<file path="config.mk">
export PLATFORM = sky130hd
export DESIGN_NAME = split_slave_ctrl
export DESIGN_NICKNAME = d
export VERILOG_FILES = /design/src/rtl/split_bus_pkg.sv /design/src/rtl/split_lat_counter.sv /design/src/rtl/split_slave_ctrl.sv
export SDC_FILE = /design/constraint.sdc
export NUM_CORES = 1
export LEC_CHECK = 0
export ABC_AREA = 0
export BUFFER_PORTS_ARGS = -buffer_cell sky130_fd_sc_hd__buf_2
export CAP_MARGIN = 20
export CORE_MARGIN = 2
export CORE_UTILIZATION = 30
export CTS_CLUSTER_SIZE = 12
export DETAILED_ROUTE_END_ITERATION = 8
export GPL_TIMING_DRIVEN = 0
export PLACE_DENSITY = 0.57
export SYNTH_ARGS = -nofsm -noshare
export SYNTH_HDL_FRONTEND = slang
export SYNTH_SLANG_ARGS = --single-unit
</file>
<file path="constraint.sdc">
create_clock -name clk -period 1.3 [get_ports clk]
set_clock_uncertainty 0.05 [all_clocks]
set_input_delay 0.26 -clock clk [delete_from_list [all_inputs] [get_ports clk]]
set_output_delay 0.26 -clock clk [all_outputs]
set_load 0.01 [all_outputs]
</file>
<file path="src/rtl/split_bus_pkg.sv">
// rtl/split_bus_pkg.sv - shared split-bus types: slave FSM states, split owner codes, default widths
package split_bus_pkg;

    localparam int DEF_ADDR_W       = 12;
    localparam int DEF_DATA_W       = 8;
    localparam int DEF_SPLIT_THRESH = 4;

    typedef enum logic [2:0] {
        IDLE   = 3'd0,
        ACCESS = 3'd1,
        SPLIT  = 3'd2,
        RESUME = 3'd3,
        RESP   = 3'd4
    } slave_state_e;

    // Who currently owns the bus from the arbiter's point of view.
    typedef enum logic [1:0] {
        OWN_NONE   = 2'd0,
        OWN_MASTER = 2'd1,
        OWN_SPLIT  = 2'd2
    } split_owner_e;

endpackage

</file>
<file path="src/rtl/split_lat_counter.sv">
// rtl/split_lat_counter.sv - saturating store-latency counter with terminal count at THRESH-1
module split_lat_counter #(
    parameter int THRESH = 4,
    parameter int CW     = $clog2(THRESH + 1)
) (
    input  logic clk_i,
    input  logic rstn_i,
    input  logic clr_i,
    input  logic en_i,
    output logic tc_o
);

    logic [CW-1:0] cnt_q, cnt_d;

    always_comb begin
        cnt_d = cnt_q;
        if (clr_i) begin
            cnt_d = '0;
        end else if (en_i && (cnt_q != CW'(THRESH))) begin
            cnt_d = cnt_q + CW'(1);
        end
    end

    always_ff @(posedge clk_i) begin
        if (!rstn_i) begin
            cnt_q <= '0;
        end else begin
            cnt_q <= cnt_d;
        end
    end

    assign tc_o = (cnt_q == CW'(THRESH - 1));

endmodule

</file>
<file path="src/rtl/split_slave_ctrl.sv">
// rtl/split_slave_ctrl.sv - split-capable slave control FSM; split path enabled by SPLIT_SLAVE_SPLIT_EN
module split_slave_ctrl
    import split_bus_pkg::*;
#(
    parameter int ADDR_W       = DEF_ADDR_W,
    parameter int DATA_W       = DEF_DATA_W,
    parameter int SPLIT_THRESH = DEF_SPLIT_THRESH
) (
    input  logic              clk,
    input  logic              rstn,
    input  logic              mvalid,
    input  logic              mwrite,
    input  logic [ADDR_W-1:0] maddr,
    input  logic [DATA_W-1:0] mwdata,
    output logic              sready,
    output logic              ssplit,
    input  logic              split_grant,
    output logic              srvalid,
    output logic [DATA_W-1:0] srdata,
    output logic              mem_req,
    output logic              mem_we,
    output logic [ADDR_W-1:0] mem_addr,
    output logic [DATA_W-1:0] mem_wdata,
    input  logic              mem_ack,
    input  logic [DATA_W-1:0] mem_rdata
);

    slave_state_e      state_q, state_d;
    logic              ssplit_q, ssplit_d;
    logic              srvalid_q, srvalid_d;
    logic              mem_req_q, mem_req_d;
    logic              mem_we_q, mem_we_d;
    logic [ADDR_W-1:0] mem_addr_q, mem_addr_d;
    logic [DATA_W-1:0] mem_wdata_q, mem_wdata_d;
    logic [DATA_W-1:0] srdata_q, srdata_d;
    logic              cnt_clr, cnt_en;

`ifdef SPLIT_SLAVE_SPLIT_EN
    logic cnt_tc;

    split_lat_counter #(
        .THRESH (SPLIT_THRESH)
    ) u_lat_cnt (
        .clk_i  (clk),
        .rstn_i (rstn),
        .clr_i  (cnt_clr),
        .en_i   (cnt_en),
        .tc_o   (cnt_tc)
    );

    assign ssplit = ssplit_q;
`else
    logic unused_split;
    assign unused_split = ^{split_grant, cnt_clr, cnt_en, ssplit_q, (SPLIT_THRESH > 0)};
    assign ssplit       = 1'b0;
`endif

    always_comb begin
        state_d     = state_q;
        ssplit_d    = ssplit_q;
        srvalid_d   = 1'b0;
        mem_req_d   = mem_req_q;
        mem_we_d    = mem_we_q;
        mem_addr_d  = mem_addr_q;
        mem_wdata_d = mem_wdata_q;
        srdata_d    = srdata_q;
        cnt_clr     = 1'b0;
        cnt_en      = 1'b0;
        case (state_q)
            IDLE: begin
                if (mvalid) begin
                    mem_we_d    = mwrite;
                    mem_addr_d  = maddr;
                    mem_wdata_d = mwdata;
                    mem_req_d   = 1'b1;
                    cnt_clr     = 1'b1;
                    state_d     = ACCESS;
                end
            end
            ACCESS: begin
                cnt_en = 1'b1;
                // An ack on the threshold cycle takes priority over splitting.
                if (mem_ack) begin
                    srdata_d  = mem_rdata;
                    mem_req_d = 1'b0;
                    srvalid_d = 1'b1;
                    state_d   = RESP;
                end
`ifdef SPLIT_SLAVE_SPLIT_EN
                else if (cnt_tc) begin
                    ssplit_d = 1'b1;
                    state_d  = SPLIT;
                end
`endif
            end
`ifdef SPLIT_SLAVE_SPLIT_EN
            SPLIT: begin
                if (mem_ack) begin
                    srdata_d  = mem_rdata;
                    mem_req_d = 1'b0;
                    ssplit_d  = 1'b0;
                    state_d   = RESUME;
                end
            end
            RESUME: begin
                if (split_grant) begin
                    srvalid_d = 1'b1;
                    state_d   = RESP;
                end
            end
`endif
            RESP: begin
                state_d = IDLE;
            end
            default: begin
                state_d = IDLE;
            end
        endcase
    end

    always_ff @(posedge clk) begin
        if (!rstn) begin
            state_q     <= IDLE;
            ssplit_q    <= 1'b0;
            srvalid_q   <= 1'b0;
            mem_req_q   <= 1'b0;
            mem_we_q    <= 1'b0;
            mem_addr_q  <= '0;
            mem_wdata_q <= '0;
            srdata_q    <= '0;
        end else begin
            state_q     <= state_d;
            ssplit_q    <= ssplit_d;
            srvalid_q   <= srvalid_d;
            mem_req_q   <= mem_req_d;
            mem_we_q    <= mem_we_d;
            mem_addr_q  <= mem_addr_d;
            mem_wdata_q <= mem_wdata_d;
            srdata_q    <= srdata_d;
        end
    end

    assign sready    = (state_q == IDLE);
    assign srvalid   = srvalid_q;
    assign srdata    = srdata_q;
    assign mem_req   = mem_req_q;
    assign mem_we    = mem_we_q;
    assign mem_addr  = mem_addr_q;
    assign mem_wdata = mem_wdata_q;

endmodule

</file>
==> flow_metrics.env <==
export IMPL_outcome="completed"
export IMPL_setup_tns_final_ns=0
export IMPL_synthAdderAreaFrac_pct=0
export IMPL_grt_pass1_wl_um=5423
export IMPL_cts_buffer_depth=2
export IMPL_synth_seq_cells=33
export IMPL_hp_class="input pin to flip-flop"
export IMPL_synth_area_leaders="dfxtp_1 (51%), nand3_1 (10%), nand2_1 (8.4%)"
export IMPL_layout_commonest_cell="buf_2"
export IMPL_clock_fmax_mhz=802.3
export IMPL_detail_route_antenna_nets=0
export IMPL_portBuffers=63
export IMPL_yosys_area_share_simple_pct=25.24
export IMPL_synthXorXnorAreaFrac_pct=0
export IMPL_drc=0
export IMPL_vias=1289
export IMPL_fin_crit_ns=1.246
export IMPL_rows=23
export IMPL_final_nets=254
export IMPL_worst_setup_path_type="flip-flop to output pin"
export IMPL_antenna_cells=0
export IMPL_worstPathArrival_ns=0.94
export IMPL_muxShareOfSynthArea_pct=0.7737
export IMPL_syn_instance_count=147
export IMPL_synth_cell_types=24
export IMPL_die_h_um=69.67
export IMPL_cts_buffers=5
export IMPL_maxCapViolCount=0
export IMPL_synth_compound_area_share_pct=15.09
export IMPL_drt_iter0_drc=36
export IMPL_ctsHoldBuffers=0
export IMPL_cts_sinks=33
export IMPL_final_util_pct=44.18
export IMPL_peakVddDrop_mv=0.7310
export IMPL_final_area_mm2=0.001805
export IMPL_finalHoldViolCount=0
export IMPL_maxSlewViolCount=0
export IMPL_core_area_mm2=0.004086
export IMPL_drt_first_pass_iters=4
export IMPL_grt_ovfl_total=0
export IMPL_num_io_pins=67
export IMPL_synth_top_family_by_area="simple AND/OR/NAND/NOR gates"
export IMPL_cp_start_kind="flip-flop"
export IMPL_layout_common_cells="buf_2 (67), dfxtp_1 (33), nand2_1 (29), nand3_1 (27), o21ai_0 (19)"
export IMPL_rsz0062_at_grt="no"
export IMPL_htree_num_levels=2
export IMPL_postPlaceCellArea_mm2=0.001672
export IMPL_grt_antenna_before_repair=0
export IMPL_first_global_vias=1195
export IMPL_regArea_um2=660.6
export IMPL_start_util_pct=31.66
export IMPL_die_area_mm2=0.004854
export IMPL_synth_top_cell_by_area="dfxtp_1"
export IMPL_drt_wl_total_um=3267
export IMPL_powerDensity_mw_per_mm2=1260
export IMPL_multiInputGateArea_um2=535.5
export IMPL_dp_hpwl_um=2333
export IMPL_crit_fanout=6
export IMPL_drive_gt1_share_pct=44.34
export IMPL_die_x_um=69.67
export IMPL_clk_latency_ns=0.28
export IMPL_synth_top_cell_area_share_pct=51.06
export IMPL_grt_max_degree=11
export IMPL_gp_congestion=0.7651
export IMPL_min_period_over_period_pct=95.88
export IMPL_fillers=425
export IMPL_wl_per_cell_um=12.06
export IMPL_area_growth_synth_to_final_pct=39.55
export IMPL_setup_viol=0
export IMPL_worstSetupEndpointType="output pin"
export IMPL_ys_seq_area_share_pct=51.06
export IMPL_required_ns=0.99
export IMPL_p_leak_uw=0.0008391
export IMPL_ys_warn_count=0
export IMPL_synth_nets=181
export IMPL_avgSynthCellArea_um2=8.801
export IMPL_clk_pin_slew_ns=0.07
export IMPL_cts_tree="yes"
export IMPL_via_per_inst=4.756
export IMPL_syn_cell_area_mm2=0.001294
export IMPL_track_usage_pct=13.97
export IMPL_cts_root_buffer_cell="clkbuf_8"
flip-flops by register name, summed over array words and instances (netlist names):
name and flops:
mem_we 1, state_q 2, mem_wdata 8, mem_addr 12, mem_req 1, srvalid 1
srdata 8
synthesized netlist by cell type (all sizes together):
master and n:
nor3b 2, nand2 29, inv 1, nand3 29, and3b 1, o21bai 1, buf 8, and2b 1
conb 1, dfxtp 33, mux2i 1, o21ai 30, nor2 1, a21boi 1, clkbuf 6, and2 2
cell type report:
cell class                      count  area share, %
Inverter                            1         0.2079
Multi-Input combinational cell     99          29.66
Buffer                             14          5.891
Tap cell                           50          3.465
Clock inverter                      1         0.2772
Clock buffer                        7          5.336
Timing Repair Buffer               66          18.57
Sequential cell                    33          36.59
cell families after synthesis:
| logic type | Yosys count |
|---|---|
| AOI/OAI and AO/OA | 32 |
| buffers and inverters | 15 |
| DFF | 33 |
| muxes | 1 |
| other | 1 |
| and+or+nand+nor | 65 |
metal layers:
layer  share of wire, %  GRT usage [%]  vias up
met5                  0              0        -
met3                8.2          4.506        6
met1                 47          17.53      586
met2                 43          21.47       54
met4                1.8          7.051        0
li1                   -              -      643
worst paths after layout:
path | start | endpoint | slack [ns] | depth (start not counted)
hold / removal | mem_rdata[5] | srdata[5] | 0.14 | 3
setup / recovery | state_q[2] | sready | 0.05 | 2
hold reg to reg | mem_wdata[4] | mem_wdata[4] | 0.40 | 2
setup reg to reg | state_q[2] | srdata[5] | 0.08 | 5
timing repair:
item,in CTS,in global routing
buffers inserted,0,2
endpoints found under the setup margin,0,20
resized for setup,0,8
worst max-delay path: stages, from the launching register on:
cell and delay [ns]:
dfxtp_1 0.45, nor2_1 0.07, buf_2 0.14
stage by stage:
step	std cells	total power (uW)	hold slack (ns)	setup slack [ns]
2_1_floorplan	147	1299	0.3310	0.1614
3_3_place_gp	260	1442	0.3869	0.05006
3_5_place_dp	260	1443	0.3922	0.03709
4_1_cts	268	2290	0.1361	0.04251
5_1_grt	271	2393	0.1406	0.01505
6_report	271	2274	0.1405	0.05354
power breakdown:
group	internal (uW)	leakage, uW	switching [uW]
Clock	478	0.0000542	362
Sequential	1070	0.000270	33.5
Combinational	154	0.000514	174
Total	1700	0.000839	570
Note: power is estimated with default switching activity, not from simulation.
